File: src/rtl/i4003_driver_pkg.sv
// Shared types and constants for the i4003 shift-register chain driver.
package i4003_pkg;

    typedef enum logic [1:0] {
        IDLE,
        LOW,
        HIGH,
        ENABLE
    } state_t;

    localparam int STAGE_BITS = 10;

endpackage

File: src/rtl/i4003_driver_if.sv
// Host-side request/response bundle between CPU I/O port logic and the driver.
interface i4003_driver_if #(
    parameter int WIDTH = 10
);
    logic             load;
    logic [WIDTH-1:0] word;
    logic             busy;
    logic             done;
    logic [WIDTH-1:0] rdata;

    modport master (output load, output word, input busy, input done, input rdata);
    modport slave  (input load, input word, output busy, output done, output rdata);
endinterface

File: src/rtl/i4003_driver.sv
// Serializes a parallel word MSB first into a cascaded i4003 chain, pulses the
// enable afterwards and collects the chain's previous contents from its serial output.
module i4003_driver
    import i4003_pkg::*;
#(
    parameter int CHAIN  = 1,
    parameter int DIV    = 2,
    parameter int EN_CYC = 3
) (
    input  logic           cp,
    input  logic           rst_n,
    i4003_driver_if.slave  host,
    output logic           sr_cp,
    output logic           sr_data,
    output logic           sr_e,
    input  logic           s_in
);

    localparam int WIDTH = STAGE_BITS * CHAIN;
    localparam int MAXC  = (DIV > EN_CYC) ? DIV : EN_CYC;
    localparam int PW    = (MAXC > 1) ? $clog2(MAXC) : 1;
    localparam int BW    = $clog2(WIDTH + 1);

    state_t           state_q, state_d;
    logic [PW-1:0]    phase_q, phase_d;
    logic [BW-1:0]    bit_cnt_q, bit_cnt_d;
    logic [WIDTH-1:0] buf_q, buf_d;
    logic [WIDTH-1:0] rshift_q, rshift_d;
    logic [WIDTH-1:0] rdata_q, rdata_d;
    logic             busy_q, busy_d;
    logic             done_q, done_d;
    logic             sr_cp_q, sr_cp_d;
    logic             sr_data_q, sr_data_d;
    logic             sr_e_q, sr_e_d;

    always_comb begin
        state_d   = state_q;
        phase_d   = phase_q;
        bit_cnt_d = bit_cnt_q;
        buf_d     = buf_q;
        rshift_d  = rshift_q;
        rdata_d   = rdata_q;
        busy_d    = busy_q;
        done_d    = 1'b0;

        case (state_q)
            IDLE: begin
                // A load coinciding with done belongs to the finished transfer's handshake.
                if (host.load && !done_q) begin
                    buf_d     = host.word;
                    bit_cnt_d = '0;
                    phase_d   = '0;
                    busy_d    = 1'b1;
                    state_d   = LOW;
                end
            end
            LOW: begin
                if (phase_q == PW'(DIV - 1)) begin
                    phase_d  = '0;
                    rshift_d = {rshift_q[WIDTH-2:0], s_in};
                    state_d  = HIGH;
                end else begin
                    phase_d = phase_q + 1'b1;
                end
            end
            HIGH: begin
                if (phase_q == PW'(DIV - 1)) begin
                    phase_d   = '0;
                    buf_d     = {buf_q[WIDTH-2:0], 1'b0};
                    bit_cnt_d = bit_cnt_q + 1'b1;
                    state_d   = (bit_cnt_d == BW'(WIDTH)) ? ENABLE : LOW;
                end else begin
                    phase_d = phase_q + 1'b1;
                end
            end
            ENABLE: begin
                if (phase_q == PW'(EN_CYC - 1)) begin
                    phase_d = '0;
                    rdata_d = rshift_q;
                    done_d  = 1'b1;
                    busy_d  = 1'b0;
                    state_d = IDLE;
                end else begin
                    phase_d = phase_q + 1'b1;
                end
            end
            default: state_d = IDLE;
        endcase

        // Pin values follow the upcoming state so every chain pin is a flop output.
        sr_cp_d   = (state_d == HIGH);
        sr_e_d    = (state_d == ENABLE);
        sr_data_d = ((state_d == LOW) || (state_d == HIGH)) ? buf_d[WIDTH-1] : 1'b0;
    end

    always_ff @(posedge cp or negedge rst_n) begin
        if (!rst_n) begin
            state_q   <= IDLE;
            phase_q   <= '0;
            bit_cnt_q <= '0;
            buf_q     <= '0;
            rshift_q  <= '0;
            rdata_q   <= '0;
            busy_q    <= 1'b0;
            done_q    <= 1'b0;
            sr_cp_q   <= 1'b0;
            sr_data_q <= 1'b0;
            sr_e_q    <= 1'b0;
        end else begin
            state_q   <= state_d;
            phase_q   <= phase_d;
            bit_cnt_q <= bit_cnt_d;
            buf_q     <= buf_d;
            rshift_q  <= rshift_d;
            rdata_q   <= rdata_d;
            busy_q    <= busy_d;
            done_q    <= done_d;
            sr_cp_q   <= sr_cp_d;
            sr_data_q <= sr_data_d;
            sr_e_q    <= sr_e_d;
        end
    end

    assign host.busy  = busy_q;
    assign host.done  = done_q;
    assign host.rdata = rdata_q;
    assign sr_cp      = sr_cp_q;
    assign sr_data    = sr_data_q;
    assign sr_e       = sr_e_q;

endmodule
File: src/flat_wrapper.sv
// flat-port wrapper written by rule: the top's interface ports become plain ports
module i4003_driver_flat import i4003_pkg::*;
#(
    parameter int CHAIN  = 1,
    parameter int DIV    = 2,
    parameter int EN_CYC = 3
)
  (cp, rst_n, sr_cp, sr_data, sr_e, s_in, host_load, host_word, host_busy, host_done, host_rdata);
  i4003_driver_if host_i ();
  input  logic cp;
  input  logic rst_n;
  output logic sr_cp;
  output logic sr_data;
  output logic sr_e;
  input  logic s_in;
  input wire logic [$bits(host_i.load)-1:0] host_load;
  input wire logic [$bits(host_i.word)-1:0] host_word;
  output wire logic [$bits(host_i.busy)-1:0] host_busy;
  output wire logic [$bits(host_i.done)-1:0] host_done;
  output wire logic [$bits(host_i.rdata)-1:0] host_rdata;
  assign host_i.load = host_load;
  assign host_i.word = host_word;
  assign host_busy = host_i.busy;
  assign host_done = host_i.done;
  assign host_rdata = host_i.rdata;
  i4003_driver #(.CHAIN(CHAIN), .DIV(DIV), .EN_CYC(EN_CYC)) u_core (.cp(cp), .rst_n(rst_n), .host(host_i), .sr_cp(sr_cp), .sr_data(sr_data), .sr_e(sr_e), .s_in(s_in));
endmodule
File: config.mk
export PLATFORM = sky130hd
export DESIGN_NAME = i4003_driver_flat
export DESIGN_NICKNAME = d
export VERILOG_FILES = /design/src/rtl/i4003_driver_pkg.sv /design/src/rtl/i4003_driver_if.sv /design/src/rtl/i4003_driver.sv /design/src/flat_wrapper.sv
export SDC_FILE = /design/constraint.sdc
export NUM_CORES = 1
export LEC_CHECK = 0
export CORE_MARGIN = 2
export CORE_UTILIZATION = 45
export DETAILED_ROUTE_END_ITERATION = 10
export PLACE_DENSITY_LB_ADDON = 0.15
export SETUP_SLACK_MARGIN = 0.05
export SYNTH_ARGS = -nofsm -noshare
export SYNTH_HDL_FRONTEND = slang
export SYNTH_SLANG_ARGS = --single-unit
File: constraint.sdc
create_clock -name cp -period 2.1 [get_ports cp]
set_clock_uncertainty 0.2 [all_clocks]
set_input_delay 0.21 -clock cp [delete_from_list [all_inputs] [get_ports cp]]
set_output_delay 0.21 -clock cp [all_outputs]
set_load 0.01 [all_outputs]
; ---- Word-level counts from Yosys, hierarchy flattened
; Cells that the tools add are included.
[totals]
regBits = 43
latchBits = 0
ram_bits = 0
mem_bits_ro = 0
input_bits = 14
output_inout_bits = 15
wordCells = 59
n_memories = 0
[op_classes]
n_addsub = 2
mul = 0
div_mod_pow = 0
magnitude_cmp = 0
n_eq_ne = 12
n_shift = 0
muxes = 22
bitwise_logic = 0
n_reduce_logical = 11
[op_table]
columns = operator, n
row1 = two-way mux 10 bit, 2
row2 = one-hot mux 10 bit (2 select lines), 1
row3 = two-way mux 2 bit, 8
row4 = "equality test 2 bit, second input constant", 5
row5 = two-way mux 4 bit, 2
row6 = one-hot mux 2 bit (4 select lines), 1
row7 = one-hot mux 4 bit (2 select lines), 1
row8 = "equality test 2 x 1 -> 1 bit, second input constant", 3
row9 = "inequality test 2 x 1 -> 1 bit, second input constant", 3
row10 = one-hot mux 2 bit (3 select lines), 1
row11 = AND reduction 3 bit, 2
row12 = two-way mux 1 bit, 5
row13 = "adder 4 x 1 -> 4 bit, second input constant", 1
row14 = "equality test 4 bit, second input constant", 1
row15 = AND reduction 2 bit, 2
row16 = nonzero test 2 bit, 2
row17 = "adder 2 x 1 -> 2 bit, second input constant", 1
row18 = logical NOT 2 bit, 1
row19 = one-hot mux 1 bit (2 select lines), 1
row20 = OR reduction 2 bit, 1
row21 = logical AND 1 bit, 1
row22 = logical NOT 1 bit, 1
row23 = logical OR 1 bit, 1

; ---- Depth between registers and ports, before layout
[depth]
depth_word = 8
mapped_depth = 9
ltp_nobuf = 7

; ---- Least setup slack after synthesis
; Ideal clock, no wire load.
[synth_timing]
path_kind = register to register
startpoint = register u_core.state_q[1]
endpoint = register u_core.sr_data_q, in the netlist u_core.sr_data
setup_time_ps = 73
arrival_time_ps = 1706
required_ps = 1827
path_slack_ps = 121
path_stages_with_launch = 10
path_buffers = 2
synth_period_minus_slack_ps = 1979
path_cell_list = dfrtp_1 inv_1 ha_1 buf_2 and2_0 clkbuf_1 a21oi_1 o32ai_1 ha_1 nor2_1
[synth_between]
elab_chain_len = 5
elab_cells_between_ends = 14
classes_between = eq/ne: 5 / mux: 7 / reduce/logical: 2
[synth_rtl]
columns = element, line
row1 = "start, declared", i4003_driver.sv:24  ; state_t state_q, state_d;
row2 = "start signal, assigned", i4003_driver.sv:110  ; state_q <= state_d;
row3 = equality test 2 bit (tied with other cells), i4003_driver.sv:46  ; case (state_q)
row4 = one-hot mux 2 bit (4 select lines), i4003_driver.sv:46
row5 = equality test 2 x 1 -> 1 bit or equality test 2 bit (tied branches), i4003_driver.sv:93  ; sr_data_d = ((state_d == LOW) || (state_d == HIGH)) ? buf_d[WIDTH-1] : 1'b0;
row6 = logical OR 1 bit, i4003_driver.sv:93
row7 = two-way mux 1 bit (*), i4003_driver.sv:93
row8 = net u_core.sr_data_d, i4003_driver.sv:33  ; logic sr_data_q, sr_data_d;
row9 = "end signal, assigned", i4003_driver.sv:119  ; sr_data_q <= sr_data_d;
row10 = "end, declared", i4003_driver.sv:33
; The timed path passes the listed nets; every way through them passes the cells marked *.
; A chain may end at the register's enable or synchronous reset.

; ---- Worst setup path after layout
[layout_timing]
startpoint = register u_core.state_q[0]
endpoint = register u_core.sr_data_q, in the netlist u_core.sr_data
[layout_between]
elab_chain_len = 5
elab_cells_between_ends = 14
classes_between = eq/ne: 5 / mux: 7 / reduce/logical: 2
[layout_rtl]
columns = element, line
row1 = equality test 2 bit (tied with other cells), i4003_driver.sv:46
row2 = one-hot mux 2 bit (4 select lines) (*), i4003_driver.sv:46
row3 = net u_core.state_d[1], i4003_driver.sv:24
row4 = equality test 2 x 1 -> 1 bit or equality test 2 bit (tied branches), i4003_driver.sv:93
row5 = logical OR 1 bit (*), i4003_driver.sv:93
row6 = two-way mux 1 bit (*), i4003_driver.sv:93
row7 = net u_core.sr_data_d, i4003_driver.sv:33
; Marked as above.

==> metrics list <==
- Clock latency on the worst-skew pair: between 0.2 and 0.3 ns
- The via count of the first global-routing pass is 1,433.
* Ys flop type: dfrtp_1
- Buffers inserted during clock tree synthesis total 5.
- Setup repair after global routing left no endpoint under its margin.
- The final-report max-slew violation count is 0.
- Fraction of power consumed by sequential logic: around 37%
- In this run, synthesis produced a sequential element count of 43.
- In the routed design, unresolved DRC markers number 0.
- Highest attainable clock frequency: 507 MHz
- In this run the power spent charging and discharging nets is 1180 µW.
- PD cells: between 1000 and 1500 nW/µm²
- Root Buffer: clkbuf_8
- Mapped Avg Cell Area: 12.2 µm²
- The clock net in this run drives a total of 43 sinks.
* Yosys Warn Count: 0
* DRT antenna net count: 0
* Met2 WL post-DR: about 2000 µm
- Entering global routing, the biggest net connects 17 pins.
- Power share of the clock group: 18.1%
- The tool flagged a number of max-cap violations equal to 0.
- Number of iterations in the first detailed-routing pass: 4
- The final route contains 1,421 vias.
- After detailed routing, the number of vias per cell comes to ~5.6.
- X dimension of the die: 69.9 µm
* Summed instance area of the synthesized netlist: between 1500 and 2000 µm²
* Yosys cell types: 36
* Crit-path cells: inv_2 > ha_4 > a311oi_2 > o22ai_1 > a22o_1 > ha_1 > nor2_1
* Total routed wire length on the met1 layer: between 1500 and 2000 µm
- Setup CP Type: flop to flop
* Element type at the critical path start: flop
* Post-route insts no fill: 254
* Delay of the slowest critical-path stage: between 0.4 and 0.5 ns
- Global routing finished with a remaining overflow of 0.
- Endpoint type of the worst setup path: flop
- Starting Density: 47.8%
- Post-route clock period utilization: a little over nine tenths
- The min-delay analysis places its worst path in the category input port to asynchronous set/reset pin.
- The largest individual stage delay along the critical path comes from the cell dfrtp_1.
- From bottom edge to top edge, the die measures 69.9 µm.
- Arrival time at the worst endpoint: 1.93 ns
- Metal3 WL: 216 µm
* Number of antenna violations at the first check in global routing: 0
- Internal power contribution: between 2000 and 2500 µW
- Across every metal layer, demand over resource in global routing totals about 18%.
- Wire length of the first global-routing pass: approximately 6900 µm
- Worst-Margin Slew: 0.492 ns
* Die area: 4890 µm²
- In the synthesized netlist the async set-or-reset flop fraction comes to 100%.
- Number of antenna cells inserted: 0
- Final Setup Violations: 0
* Net switching share of the total power: 34.8%
- Number of cell rows: 23
* Result of the run: completed
- In this run the static leakage power is 0.00115 µW.
- NumNets Final: 226
* Number of buffers between clock root and the deepest sink: 2
- After the first detailed-routing iteration, the DRC count stood at 78.
- Final GP Congestion: 0.816
* DPL Wire Length: 2860 µm
* Final Power: between 3000 and 4000 µW
- Counting tap cells, the placed design contains a total of ~240 instances.
* I/O Pins: 29
* Family of cells with the greatest summed delay on the critical path: compound AO/OA/AOI/OAI gates
* Wire length after detailed routing: 4130 µm
- Core region area: 4090 µm²
* Final hold vios: 0
- The area growth from synthesis to layout is 29.4%.
* Fraction of the yosys area taken by sequential cells: 55.1%
- Across all hold checks on the routed design, the worst slack comes to 0.142 ns.
- TritonCTS clock tree: done
* Synthesized netlist net count: about 180
* Post-Synthesis Cells: 160
* Count of flip-flops with a built-in enable after synthesis: 0
- The count of buffers added on input and output ports is 28.
- The worst pin sits at a relative slew slack of 67.2%.
- In the final timing run, aggregate negative setup slack is 0 ns.
- DR WL/cell: roughly 16 µm
* Minimum clock period: 1.97 ns
* Maximum vdd ir drop: around 610 µV
- CP max FO: 8
- Data on the critical path is required at its endpoint by 2.06 ns.
* Layout cells sized above 1: 27.5%
* Combinational power share: 44.9%
- After clock tree synthesis, the clock-pin slew on the worst setup and hold paths is 0.08 ns.
- Worst path buffer plus inverter count: 1
- Routed signal wires occupy layers up through met4.
* CTS H-tree lvls: 2
through the flow:
step	util, %	worst slack [ns]	cell area, µm²
after floorplan	-	0.121	1950
after global placement	56.6	0.0543	2310
after detailed placement	56.6	0.0168	2310
after CTS	59.8	0.0612	2440
after global routing	61.9	0.0435	2530
final	61.9	0.126	2530
what timing repair did:
| item | in CTS | in global routing |
|---|---|---|
| hold buffers | 1 | 0 |
| hold endpoints to repair | 43 | 0 |
| buffers inserted | 2 | 3 |
| gates resized for setup | 1 | 12 |
| endpoints found under the setup margin | 11 | 11 |
| pin swaps | 0 | 3 |
layout make-up:
type / instances / area (µm²)
clock buffer: 6 / 72.6
clock inverter: 1 / 30.0
fill: 319 / 1560
inverter: 8 / 30.0
multi-input combinational: 102 / 846
sequential: 43 / 1080
tap: 50 / 62.6
timing repair buffer: 44 / 410
flip-flops by register name, indices dropped and copies added (netlist names):
register,flops
u_core.rshift_q,10
u_core.sr_cp,1
u_core.bit_cnt_q,4
u_core.state_q,2
u_core.phase_q,2
u_core.buf_q,10
u_core.host.busy,1
u_core.host.rdata,10
u_core.sr_e,1
u_core.host.done,1
u_core.sr_data,1
final timing paths:
kind,from,endpoint,slack [ns],depth (start not counted)
setup / recovery,u_core.state_q[0],u_core.sr_data,0.13,7
hold / removal,rst_n,u_core.buf_q[1],0.14,2
setup reg to reg,u_core.state_q[0],u_core.sr_data,0.13,7
hold reg to reg,u_core.buf_q[0],u_core.buf_q[0],0.28,2
max in group asynchronous,rst_n,u_core.state_q[1],1.01,3
min in group cp,u_core.buf_q[0],u_core.buf_q[0],0.28,2
worst register-to-register path: stages, from the launching register on:
cell and delay (ns):
dfrtp_1 0.42, inv_2 0.09, ha_4 0.20, a311oi_2 0.24, o22ai_1 0.12, a22o_1 0.25
ha_1 0.29, nor2_1 0.04
kinds of logic (layout without fill, tap and decap cells):
kind of cell | after synthesis | after routing | synth area share, %
AND/OR/NAND/NOR | 40 | 40 | 9.86
flip-flops | 43 | 43 | 55.1
AO/OA/AOI/OAI | 33 | 33 | 13.8
multiplexers | 20 | 20 | 11.5
adder cells (fa/ha/maj) | 8 | 8 | 5.12
buffers and inverters | 15 | 59 | 4.22
XOR/XNOR | 1 | 1 | 0.448
power by group through the flow:
| stage | clock network [µW] | registers (µW) | logic (µW) |
|---|---|---|---|
| global route | 678 | 1290 | 1690 |
| CTS | 637 | 1240 | 1300 |
| detailed placement | 0 | 1260 | 1250 |
| finish | 616 | 1260 | 1530 |
| floorplan | 0 | 1220 | 935 |
| global placement | 0 | 1250 | 1210 |
placed cells by master (no fill, tap or decap), types with 2 or more instances in the layout:
cell type and n:
nand2_1 7, nor2_1 17, nand3_1 2, dfrtp_1 41, mux2_2 20, buf_4 14
o21ai_0 5, dfrtp_2 2, clkbuf_8 5, a221oi_1 8, clkdlybuf4s50_1 27, ha_1 4
nor2b_1 2, nand2b_1 5, ha_2 2, o31ai_1 3, ha_4 2, inv_1 7
o22ai_1 2, a21oi_1 4
Yosys cell counts, types with 2 or more instances:
cell	n	area, µm²
o31ai_1	3	22.5
dfrtp_1	43	1080
nand2_1	7	26.3
o21ai_0	5	25.0
buf_6	3	33.8
o22ai_1	2	12.5
a21oi_1	4	20.0
mux2_2	20	225
ha_1	8	100
a221oi_1	8	70.1
nand2b_1	5	31.3
nand3_1	2	10.0
nor2b_1	2	12.5
buf_2	3	15.0
inv_1	8	30.0
nor2_1	17	63.8
layer usage:
| metal | up-vias | track usage, % |
|---|---|---|
| li1 | 656 | - |
| met1 | 713 | 24.7 |
| met2 | 44 | 26.8 |
| met3 | 8 | 5.34 |
| met4 | 0 | 6.41 |
| met5 | - | 0 |
(Power assumes the default switching activity.)
